$ cat src/rtl/irq_arbiter_if.sv
// Bus and controller-handshake bundle for irq_arbiter: register bus (PrAddr/PrWD/PrWe/PrRD)
// plus the IntReq/IntID request and IntAck/IntEnd acknowledge pulses.
interface irq_arbiter_if;
  logic [29:0] PrAddr;
  logic [31:0] PrWD;
  logic        PrWe;
  logic [31:0] PrRD;
  logic        IntAck;
  logic        IntEnd;
  logic        IntReq;
  logic [2:0]  IntID;

  modport master (
    output PrAddr, PrWD, PrWe, IntAck, IntEnd,
    input  PrRD, IntReq, IntID
  );

  modport slave (
    input  PrAddr, PrWD, PrWe, IntAck, IntEnd,
    output PrRD, IntReq, IntID
  );
endinterface

$ cat src/rtl/irq_arbiter.sv
// Six-source edge-latched interrupt arbiter with fixed priority (index 0 highest) and one-deep service.
// Optional macro IRQ_SYNC_EN inserts a 2-flop synchronizer on HWInt ahead of edge detection.
module irq_arbiter (
  input  logic             clk,
  input  logic             rst,
  input  logic [5:0]       HWInt,
  irq_arbiter_if.slave     bus
);

  localparam logic [29:0] ADDR_MASK = 30'h0000_1FC8;
  localparam logic [29:0] ADDR_PEND = 30'h0000_1FC9;
  localparam logic [29:0] ADDR_STAT = 30'h0000_1FCA;
  localparam logic [29:0] ADDR_CTRL = 30'h0000_1FCB;

  typedef enum logic [1:0] {IDLE, REQ, SERVICE} state_t;

  state_t      state;
  logic [5:0]  mask;
  logic [5:0]  pend;
  logic [5:0]  isr;
  logic        ge;
  logic        int_req;
  logic [2:0]  int_id;

  logic [5:0]  hw_sample;
  logic [5:0]  hw_hist;
  logic [5:0]  rise;
  logic [1:0]  warm;
  logic        armed;

  logic        wr_mask, wr_pend, wr_ctrl;
  logic [5:0]  active;
  logic [2:0]  first_id;
  logic [5:0]  cur_bit;
  logic        ack_fire;
  logic [31:0] rd_data;
  logic        unused_wd;

`ifdef IRQ_SYNC_EN
  localparam logic [1:0] WARM_CYCLES = 2'd3;
  logic [5:0] sync1, sync2;

  always_ff @(posedge clk) begin
    if (rst) begin
      sync1 <= '0;
      sync2 <= '0;
    end else begin
      sync1 <= HWInt;
      sync2 <= sync1;
    end
  end

  assign hw_sample = sync2;
`else
  localparam logic [1:0] WARM_CYCLES = 2'd1;

  assign hw_sample = HWInt;
`endif

  // History flops reset to 0, so lines already high at reset release would look like
  // rising edges; edge detection is held off until the sample pipeline has refilled.
  always_ff @(posedge clk) begin
    if (rst)
      warm <= '0;
    else if (warm != WARM_CYCLES)
      warm <= warm + 2'd1;
  end

  assign armed = (warm == WARM_CYCLES);
  assign rise  = hw_sample & ~hw_hist & {6{armed}};

  assign wr_mask = bus.PrWe && (bus.PrAddr == ADDR_MASK);
  assign wr_pend = bus.PrWe && (bus.PrAddr == ADDR_PEND);
  assign wr_ctrl = bus.PrWe && (bus.PrAddr == ADDR_CTRL);
  assign unused_wd = ^bus.PrWD[31:6];

  assign active   = pend & mask;
  assign ack_fire = (state == REQ) && bus.IntAck;

  always_comb begin
    first_id = 3'd7;
    for (int unsigned i = 6; i > 0; i--) begin
      if (active[i-1])
        first_id = 3'(i - 1);
    end
  end

  always_comb begin
    cur_bit = '0;
    for (int unsigned i = 0; i < 6; i++)
      cur_bit[i] = (int_id == 3'(i));
  end

  always_ff @(posedge clk) begin
    if (rst) begin
      mask <= '0;
      ge   <= 1'b0;
    end else begin
      if (wr_mask)
        mask <= bus.PrWD[5:0];
      if (wr_ctrl)
        ge <= bus.PrWD[0];
    end
  end

  // New edges are OR-ed in last so a set beats a same-cycle W1C or acknowledge clear.
  always_ff @(posedge clk) begin
    if (rst) begin
      hw_hist <= '0;
      pend    <= '0;
    end else begin
      hw_hist <= hw_sample;
      pend    <= (pend
                  & ~(wr_pend  ? bus.PrWD[5:0] : 6'b0)
                  & ~(ack_fire ? cur_bit       : 6'b0))
                 | rise;
    end
  end

  always_ff @(posedge clk) begin
    if (rst) begin
      state   <= IDLE;
      int_req <= 1'b0;
      int_id  <= 3'd7;
      isr     <= '0;
    end else begin
      case (state)
        IDLE: begin
          if (ge && (active != 6'b0)) begin
            state   <= REQ;
            int_req <= 1'b1;
            int_id  <= first_id;
          end
        end
        REQ: begin
          // Acknowledge wins over withdrawal: the controller acted on an asserted IntReq.
          if (bus.IntAck) begin
            state   <= SERVICE;
            int_req <= 1'b0;
            isr     <= isr | cur_bit;
          end else if (!ge || ((mask & cur_bit) == 6'b0)) begin
            state   <= IDLE;
            int_req <= 1'b0;
            int_id  <= 3'd7;
          end
        end
        SERVICE: begin
          if (bus.IntEnd) begin
            state  <= IDLE;
            isr    <= '0;
            int_id <= 3'd7;
          end
        end
        default: begin
          state   <= IDLE;
          int_req <= 1'b0;
          int_id  <= 3'd7;
        end
      endcase
    end
  end

  always_comb begin
    rd_data = '0;
    case (bus.PrAddr)
      ADDR_MASK: rd_data[5:0] = mask;
      ADDR_PEND: rd_data[5:0] = pend;
      ADDR_STAT: begin
        rd_data[5:0]  = isr;
        rd_data[10:8] = int_id;
      end
      ADDR_CTRL: rd_data[0] = ge;
      default:   rd_data = '0;
    endcase
  end

  assign bus.PrRD   = rd_data;
  assign bus.IntReq = int_req;
  assign bus.IntID  = int_id;

endmodule
$ cat src/flat_wrapper.sv
// flat-port wrapper written by rule: the top's interface ports become plain ports
module irq_arbiter_flat 
  (clk, rst, HWInt, bus_PrAddr, bus_PrWD, bus_PrWe, bus_IntAck, bus_IntEnd, bus_PrRD, bus_IntReq, bus_IntID);
  irq_arbiter_if bus_i ();
  input  logic clk;
  input  logic rst;
  input  logic [5:0] HWInt;
  input wire logic [$bits(bus_i.PrAddr)-1:0] bus_PrAddr;
  input wire logic [$bits(bus_i.PrWD)-1:0] bus_PrWD;
  input wire logic [$bits(bus_i.PrWe)-1:0] bus_PrWe;
  input wire logic [$bits(bus_i.IntAck)-1:0] bus_IntAck;
  input wire logic [$bits(bus_i.IntEnd)-1:0] bus_IntEnd;
  output wire logic [$bits(bus_i.PrRD)-1:0] bus_PrRD;
  output wire logic [$bits(bus_i.IntReq)-1:0] bus_IntReq;
  output wire logic [$bits(bus_i.IntID)-1:0] bus_IntID;
  assign bus_i.PrAddr = bus_PrAddr;
  assign bus_i.PrWD = bus_PrWD;
  assign bus_i.PrWe = bus_PrWe;
  assign bus_i.IntAck = bus_IntAck;
  assign bus_i.IntEnd = bus_IntEnd;
  assign bus_PrRD = bus_i.PrRD;
  assign bus_IntReq = bus_i.IntReq;
  assign bus_IntID = bus_i.IntID;
  irq_arbiter u_core (.clk(clk), .rst(rst), .HWInt(HWInt), .bus(bus_i));
endmodule
$ cat config.mk
export PLATFORM = sky130hd
export DESIGN_NAME = irq_arbiter_flat
export DESIGN_NICKNAME = d
export VERILOG_FILES = /design/src/rtl/irq_arbiter_if.sv /design/src/rtl/irq_arbiter.sv /design/src/flat_wrapper.sv
export SDC_FILE = /design/constraint.sdc
export NUM_CORES = 1
export LEC_CHECK = 0
export BUFFER_PORTS_ARGS = -buffer_cell sky130_fd_sc_hd__clkbuf_2
export CAP_MARGIN = 10
export CORE_MARGIN = 2
export CORE_UTILIZATION = 45
export DETAILED_ROUTE_END_ITERATION = 7
export PLACE_DENSITY = 0.85
export SYNTH_ARGS = -nofsm -noshare
export SYNTH_HDL_FRONTEND = slang
export SYNTH_SLANG_ARGS = --single-unit
$ cat constraint.sdc
create_clock -name clk -period 2.2 [get_ports clk]
set_input_delay 0.11 -clock clk [delete_from_list [all_inputs] [get_ports clk]]
set_output_delay 0.11 -clock clk [all_outputs]
set_load 0.1 [all_outputs]
==> flow_metrics.env, run 1 <==
export IMPL_status="completed"
export IMPL_utilization=0.578
export IMPL_fin_tns_setup_ns=0
export IMPL_fin_hold_ws_ns=0.0559
export IMPL_crit_type="input port to primary output"
export IMPL_cap_viol_max_count=0
export IMPL_hold_path_class="input port to register"
export IMPL_vdd_drop_max_mv=0.560
export IMPL_dp_cells=336
export IMPL_design_area_um2=2480
export IMPL_cts_hold_buf=0
export IMPL_antenna_found_initial=0
export IMPL_pre_cts_slack_ns=0.339
export IMPL_coreArea_um2=4290
export IMPL_arrival_ns=1.76
export IMPL_synth_seq_area_share=0.334
export IMPL_dr_pass1_iters=8
export IMPL_finalCriticalPeriod_ns=1.87
export IMPL_max_slew_margin=0.533
export IMPL_row_count=24
export IMPL_timing_final_crit_share=0.850
export IMPL_yosysMostFrequentCell="dfxtp_1"
export IMPL_place_area_um2=2390
export IMPL_cp_start_kind="input port"
export IMPL_dp_hpwl_mm=3.80
export IMPL_track_usage=0.208
export IMPL_ys_types=50
export IMPL_reg2reg_slack_ns=0.34
export IMPL_place_gp_congestion=1.03
export IMPL_holdCritStartpoint="HWInt[1]"
export IMPL_tightest_slew_ns=0.692
export IMPL_max_freq_mhz=534
export IMPL_critPathRequiredTime_ns=2.09
export IMPL_maxSlewViolCount=0
export IMPL_clock_skew_ns=0.00440
export IMPL_powerDensity_nw_per_um2=609
export IMPL_initial_core_util=0.461
export IMPL_total_power_mw=1.51
export IMPL_drtIter0Drc=125
export IMPL_synthTopCellsByCount="dfxtp_1 (33), buf_4 (23), inv_1 (18)"
export IMPL_cts_reportedPaths_clkPinSlew_ns=0.06
export IMPL_cts_setup_buffers=0
export IMPL_die_x_um=70.3
export IMPL_syn_avg_cell_area_um2=8.61
export IMPL_grt_ovfl_total=0
export IMPL_area_growth_pct=25.3
export IMPL_viasPerCell=5.65
export IMPL_grt_max_degree=35
export IMPL_cts_inserted_buffers=5
export IMPL_synth_cell_area_um2=1980
export IMPL_yosysWarnings=0
export IMPL_synthArstFlopShare=0
export IMPL_htree_levels=2
export IMPL_die_h_um=70.3
export IMPL_cts_max_path_buffers=2
export IMPL_p_leak_nw=1.07
export IMPL_synth_top_area_share=0.334
export IMPL_post_drt_wl_per_cell_um=14.5
export IMPL_cts_resized=0
export IMPL_postLayoutSetupSlackWorst_ns=0.329
export IMPL_rsz0062_at_grt="no"
export IMPL_synth_top_cell_by_area="dfxtp_1"
export IMPL_drc=0
export IMPL_cts_tree="yes"
export IMPL_rr_worst_depth=5
export IMPL_antennaDiodeCount=0
export IMPL_finalHoldViolCount=0
export IMPL_io_pins=109
export IMPL_io_buffers=59
export IMPL_synth_edf_count=0
export IMPL_worstSetupEndpointType="primary output"
export IMPL_fillers=381
export IMPL_ys_seq_elements=33
export IMPL_vias=1944
export IMPL_fin_cells=344
export IMPL_setup_viol=0
export IMPL_hold_depth=2
export IMPL_min_to="u_core.hw_hist[1]"
export IMPL_nNetsFinal=365
export IMPL_dieArea_um2=4940
export IMPL_grt_pass1_vias=1794
export IMPL_cts_sinks=33
export IMPL_drive_above_1_share=0.332
export IMPL_netlist_instances=230
export IMPL_synthTopCellsByArea="dfxtp_1 (33%), buf_4 (8.7%), nor2b_1 (4.7%), a21oi_1 (4.0%), inv_1 (3.4%)"
export IMPL_ys_flop_type="dfxtp_1"
export IMPL_drtAntennaViolNets=0
export IMPL_r2r_start="u_core.bus.IntID[0]"
export IMPL_wl_mm=4.99
export IMPL_cp_max_fo=12
export IMPL_grt_pass1_wl_mm=8.23
export IMPL_reg2reg_to="u_core.bus.IntID[0]"
export IMPL_root_buffer="clkbuf_8"
export IMPL_clkLatencyLatePin_ns=0.29
layer usage:
| layer | vias to the layer above | GRT usage | wire [µm] |
|---|---|---|---|
| li1 | 914 | - | - |
| met5 | - | 0 | 0 |
| met1 | 914 | 0.249 | 1870 |
| met4 | 0 | 0.0897 | 86 |
| met3 | 9 | 0.0447 | 443 |
| met2 | 107 | 0.355 | 2600 |
flip-flops by register name, summed over array words and instances, names as in the netlist:
name / flops
u_core.state: 2
u_core.hw_hist: 6
u_core.bus.IntID: 3
u_core.warm: 2
u_core.bus.IntReq: 1
u_core.isr: 6
u_core.pend: 6
u_core.ge: 1
u_core.mask: 6
worst max-delay path, cell delays in order:
cell	delay, ns
clkbuf_2	0.09
nor4_2	0.31
nand4b_2	0.27
nor4_2	0.32
buf_4	0.24
a222oi_1	0.13
inv_1	0.12
buf_12	0.18
how the worst max path moves through the flow:
stage	depth (start not counted)	startpoint	slack [ns]	end
floorplan	6	u_core.bus.IntID[0]	0.001	u_core.bus.IntID[2]
global placement	8	bus_PrAddr[13]	0.40	bus_PrRD[1]
detailed placement	8	bus_PrAddr[13]	0.34	bus_PrRD[3]
CTS	8	bus_PrAddr[13]	0.33	bus_PrRD[3]
global route	5	u_core.bus.IntID[0]	0.19	u_core.bus.IntID[0]
finish	8	bus_PrAddr[14]	0.33	bus_PrRD[3]
where the power goes:
part           switching, mW  internal [mW]
logic                  0.279          0.109
registers             0.0358          0.643
clock network          0.225          0.218
total                  0.541          0.969
cell families after synthesis:
logic type,synth area share
and+or+nand+nor,0.240
other,0.00189
DFF,0.334
buffers and inverters,0.149
xor gates and xnor gates,0.00443
muxes,0.0221
adders and majority gates,0.00632
AOI/OAI and AO/OA,0.243
final cells by class:
cell class / instances / area (µm²) / area share
Sequential cell: 33 / 663 / 0.267
Tap cell: 52 / 65.1 / 0.0262
Inverter: 18 / 67.6 / 0.0272
Clock inverter: 3 / 17.5 / 0.00706
Timing Repair Buffer: 65 / 475 / 0.192
Multi-Input combinational cell: 168 / 1120 / 0.453
Clock buffer: 5 / 68.8 / 0.0277
layout by cell type, fill, tap and decap left out, types with 6 or more instances in the layout:
cell type and n:
a21oi_1 16, a31o_2 6, buf_12 9, buf_4 6, clkbuf_2 50, conb_1 23
dfxtp_1 31, inv_1 18, nand2_1 6, nand3b_1 7, nor2_1 17, nor2b_1 15
Power figures use the tool's default switching activity.
==> inputs of run 2 (changes only) <==
Settings changed: CORE_UTILIZATION 45 to 40, PLACE_DENSITY 0.85 to 0.8.
Clock period 2.2 ns to 1.7 ns, I/O delays scaled along.
==> run 2 against run 1 <==
Effect of this change: the flow now finishes with violations (setup timing); combinational power increased by 36%; cell count increased by 8.4%; clock skew about the same; cell area increased by 12%; via count increased by 0.77%; global-route usage decreased by 1.2 points; sequential share of layout area decreased by 2.8 points; critical path type unchanged; register-to-register slack got worse by 0.32 ns.
==> flow_metrics.env, run 2 (synthesis gave the netlist of run 1 again) <==
export IMPL_setup_viol=1
export IMPL_cp_max_fo=6
export IMPL_multiInputGateArea_um2=1250
export IMPL_seqPwrFrac=0.415
export IMPL_p_leak_nw=1.20
export IMPL_root_buffer="clkbuf_8"
export IMPL_cts_inserted_buffers=5
export IMPL_critPathRequiredTime_ns=1.62
export IMPL_violations="setup timing"
export IMPL_clkLatencyLatePin_ns=0.28
export IMPL_drc=0
export IMPL_area_growth_pct=40.6
export IMPL_rsz0062_at_grt="yes"
export IMPL_finalCriticalPeriod_ns=1.71
export IMPL_io_pins=109
export IMPL_antenna_found_initial=0
export IMPL_antennaDiodeCount=0
export IMPL_total_power_mw=2.10
export IMPL_cap_viol_max_count=0
export IMPL_row_count=25
export IMPL_drtAntennaViolNets=0
export IMPL_postLayoutSetupSlackWorst_ns=-0.00776
export IMPL_io_buffers=59
export IMPL_finalHoldViolCount=0
export IMPL_cts_tree="yes"
export IMPL_cts_sinks=33
export IMPL_dr_pass1_iters=4
export IMPL_share_comb_of_total_power=0.252
export IMPL_final_cell_mix="clkbuf_2 (47), dfxtp_1 (30), conb_1 (23)"
export IMPL_grt_pass1_vias=1883
export IMPL_htree_levels=2
export IMPL_drive_above_1_share=0.415
export IMPL_coreArea_um2=4750
export IMPL_drtIter0Drc=189
export IMPL_final_common_cell="clkbuf_2"
export IMPL_vdd_drop_max_mv=0.729
export IMPL_die_x_um=74.3
export IMPL_worstSetupEndpointType="primary output"
export IMPL_grt_pass1_wl_mm=8.39
export IMPL_clock_skew_ns=0.00421
export IMPL_utilization=0.585
export IMPL_vias=1959
export IMPL_die_h_um=74.3
export IMPL_hold_path_class="input port to register"
export IMPL_cts_hold_buf=0
export IMPL_cts_reportedPaths_clkPinSlew_ns=0.06
export IMPL_status="finished, violations left"
export IMPL_post_drt_wl_per_cell_um=14.2
export IMPL_pre_cts_slack_ns=-0.0418
export IMPL_fillers=414
export IMPL_track_usage=0.195
export IMPL_fin_hold_ws_ns=0.0286
export IMPL_tightest_slew_ns=0.667
export IMPL_power_internal_mw=1.41
export IMPL_initial_core_util=0.416
export IMPL_timing_final_crit_share=1.00
export IMPL_max_slew_margin=0.555
export IMPL_nNetsFinal=380
export IMPL_dp_hpwl_mm=3.80
export IMPL_dieArea_um2=5530
export IMPL_arrival_ns=1.62
export IMPL_grt_ovfl_total=0
export IMPL_swShare=0.329
export IMPL_final_seq_area_um2=667
export IMPL_clkPwrFrac=0.333
export IMPL_crit_type="input port to primary output"
export IMPL_viasPerCell=5.25
export IMPL_powerDensity_nw_per_um2=755
export IMPL_max_freq_mhz=586
export IMPL_cp_start_kind="input port"
export IMPL_grt_max_degree=35
export IMPL_switchingPower_mw=0.692
export IMPL_wl_mm=5.28
export IMPL_place_gp_congestion=0.929
export IMPL_cts_max_path_buffers=2
export IMPL_maxSlewViolCount=0
## run 2: power by group through the flow
| stage | Sequential, mW | Clock (mW) | Combinational, mW |
|---|---|---|---|
| 6_report | 0.872 | 0.699 | 0.529 |
| 5_1_grt | 0.878 | 0.734 | 0.580 |
| 4_1_cts | 0.870 | 0.707 | 0.517 |
| 3_5_place_dp | 0.887 | 0 | 0.517 |
| 3_3_place_gp | 0.884 | 0 | 0.507 |
| 2_1_floorplan | 0.878 | 0 | 0.449 |
## run 2: what timing repair did
item / 4_1_cts / 5_1_grt
gates cloned: 0 / 1
hold endpoints to repair: 0 / 0
buffers inserted: 1 / 4
endpoints found under the setup margin: 1 / 12
pin swaps: 1 / 9
resized for setup: 0 / 20
## run 2: metrics by stage
step	TNS (ns)	cell area [µm²]	cells
after CTS	0	2650	368
after floorplan	-1.03	2130	252
final	-0.00776	2780	373
after global placement	-0.0212	2530	360
after detailed placement	-0.142	2530	360
after global routing	-0.691	2780	373
## run 2: layout make-up
| cell class | instances | area share |
|---|---|---|
| multi-input cells | 168 | 0.450 |
| flip-flops and latches | 33 | 0.240 |
| repair buffers | 80 | 0.219 |
| well taps | 67 | 0.0301 |
| clock buffers | 5 | 0.0247 |
| inverters | 18 | 0.0243 |
| clock inverters | 2 | 0.0126 |
## run 2: final timing paths
kind,start,end,slack [ns],cells after the start
max reg2reg,u_core.state[0],u_core.pend[0],0.02,4
min reg2reg,u_core.bus.IntReq,u_core.bus.IntReq,0.48,2
max,bus_PrAddr[4],bus_PrRD[4],-0.008,8
min,HWInt[4],u_core.hw_hist[4],0.03,2
## run 2: worst max-delay path, stage by stage
cell and delay, ns:
clkbuf_2 0.08, and4bb_2 0.26, nand3b_1 0.23, nor4_4 0.06
buf_4 0.16, a222oi_1 0.48, inv_2 0.09, buf_12 0.18
## run 2: layer usage
metal  vias to the layer above  wire (µm)  GRT usage
met1                       927       2160      0.238
met3                        10        289     0.0325
met2                        75       2750      0.352
met5                         -          0          0
li1                        947          -          -
met4                         0         78     0.0615
==> inputs of run 3 (changes only) <==
Settings changed: GPL_TIMING_DRIVEN set to 0.
==> run 3 against run 2 <==
Effect of this change: the flow still finishes with violations (setup timing); count of clock-buffer cells in the layout rose by 1; sequential cell count did not move; core utilization rose by 6.4 points; global-route usage rose by 2.0 points; hold slack got worse by 0.0015 ns; highest routed layer unchanged; via count rose by 10%; non-clock buffer count rose by 32; die area did not move; critical path depth did not move; fmax fell by 2.7%; sequential power rose by 0.8%; clock power fell by 13%.
==> flow_metrics.env, run 3 (synthesis gave the netlist of run 1 again) <==
export IMPL_htree_levels=2
export IMPL_cts_sinks=33
export IMPL_clkLatencyLatePin_ns=0.29
export IMPL_status="finished, violations left"
export IMPL_wl_met1_mm=2.41
export IMPL_dieArea_um2=5530
export IMPL_area_growth_pct=56.0
export IMPL_postLayoutSetupSlackWorst_ns=-0.0546
export IMPL_maxSlewViolCount=0
export IMPL_setup_viol=9
export IMPL_dp_hpwl_mm=3.99
export IMPL_io_pins=109
export IMPL_antennaDiodeCount=0
export IMPL_nNetsFinal=412
export IMPL_clock_skew_ns=0.00705
export IMPL_root_buffer="clkbuf_8"
export IMPL_place_area_um2=2510
export IMPL_cp_start_kind="input port"
export IMPL_critPathRequiredTime_ns=1.62
export IMPL_path_buf_inv=3
export IMPL_p_leak_nw=1.37
export IMPL_rsz0062_at_grt="yes"
export IMPL_slowest_stage="nor4_4"
export IMPL_coreArea_um2=4750
export IMPL_crit_chain="clkbuf_2 > nor4_4 > nand4b_4 > buf_4 > nor3_1 > a22oi_1 > o21ai_4 > clkbuf_16"
export IMPL_powerDensity_nw_per_um2=667
export IMPL_io_buffers=58
export IMPL_cts_max_path_buffers=2
export IMPL_finalCriticalPeriod_ns=1.75
export IMPL_antenna_found_initial=0
export IMPL_wl_mm=6.35
export IMPL_drtIter0Drc=215
export IMPL_die_h_um=74.3
export IMPL_vias=2159
export IMPL_drtAntennaViolNets=0
export IMPL_utilization=0.649
export IMPL_tightest_slew_ns=0.595
export IMPL_finalHoldViolCount=0
export IMPL_design_area_um2=3090
export IMPL_cts_tree="yes"
export IMPL_initial_core_util=0.416
export IMPL_cts_inserted_buffers=5
export IMPL_grt_max_degree=11
export IMPL_post_drt_wl_per_cell_um=15.7
export IMPL_grt_pass1_vias=2006
export IMPL_cap_viol_max_count=0
export IMPL_final_seq_area_um2=667
export IMPL_dr_pass1_iters=6
export IMPL_viasPerCell=5.33
export IMPL_die_x_um=74.3
export IMPL_wl_met2_mm=3.19
export IMPL_cts_reportedPaths_clkPinSlew_ns=0.06
export IMPL_crit_type="input port to primary output"
export IMPL_cts_hold_buf=0
export IMPL_track_usage=0.215
export IMPL_slowest_delay_ns=0.31
export IMPL_grt_pass1_wl_mm=9.15
export IMPL_grt_ovfl_total=0
export IMPL_hold_path_class="input port to register"
export IMPL_met3WireLength_um=546
export IMPL_worstSetupEndpointType="primary output"
export IMPL_max_slew_margin=0.603
export IMPL_final_common_cell="clkbuf_2"
export IMPL_fin_hold_ws_ns=0.0271
export IMPL_timing_final_crit_share=1.03
export IMPL_violations="setup timing"
export IMPL_place_gp_congestion=0.904
export IMPL_drive_above_1_share=0.476
export IMPL_arrival_ns=1.67
export IMPL_vdd_drop_max_mv=0.783
export IMPL_max_freq_mhz=570
export IMPL_path_delay_family="simple AND/OR/NAND/NOR gates"
export IMPL_top_layer_used="met4"
export IMPL_multiInputGateArea_um2=1320
export IMPL_final_cell_mix="clkbuf_2 (48), buf_4 (42), dfxtp_1 (30)"
export IMPL_row_count=25
export IMPL_fillers=387
export IMPL_drc=0
export IMPL_cp_max_fo=5
## run 3: worst reg2reg max path: stages (launching register included)
cell and delay [ns]:
dfxtp_4 0.37, mux4_2 0.48, and3b_2 0.25, o311ai_4 0.32, a21oi_2 0.09, o21bai_1 0.13
## run 3: metrics by stage
stage	cells	setup slack (ns)	power, mW	TNS (ns)
2_1_floorplan	252	-0.329	1.33	-1.03
4_1_cts	393	-0.0337	2.04	-0.141
3_3_place_gp	377	-0.442	1.43	-4.00
6_report	405	-0.0546	2.06	-0.261
5_1_grt	405	-0.115	2.16	-1.04
3_5_place_dp	377	-0.457	1.44	-4.28
## run 3: timing repair
action,CTS,global route
resized for setup,32,27
endpoints found under the setup margin,12,16
pin swaps,11,17
cloned,0,0
buffers inserted,11,12
## run 3: cell type report
| class | instances | share of cell area |
|---|---|---|
| plain buffers | 31 | 0.0681 |
| clock buffers | 6 | 0.0267 |
| clock inverters | 1 | 0.00243 |
| inverters | 18 | 0.0219 |
| multi-input cells | 168 | 0.427 |
| flip-flops and latches | 33 | 0.216 |
| well taps | 67 | 0.0271 |
| repair buffers | 81 | 0.211 |
## run 3: routing by layer
metal | global-route usage | up-vias
met3 | 0.0474 | 24
met1 | 0.263 | 991
met4 | 0.0774 | 0
met5 | 0 | -
li1 | - | 1014
met2 | 0.372 | 130
## run 3: final timing paths
check,end,slack (ns),cells past startpoint,startpoint
min,u_core.hw_hist[5],0.03,2,HWInt[5]
min reg2reg,u_core.bus.IntReq,0.48,2,u_core.bus.IntReq
max reg2reg,u_core.bus.IntID[1],-0.02,5,u_core.bus.IntID[0]
max,bus_PrRD[0],-0.05,8,bus_PrAddr[27]
## run 3: power breakdown
group	total (mW)	switching (mW)	internal, mW	leakage (nW)
clock	0.608	0.288	0.320	0.0433
combinational	0.574	0.390	0.184	1.06
sequential	0.879	0.0485	0.830	0.268
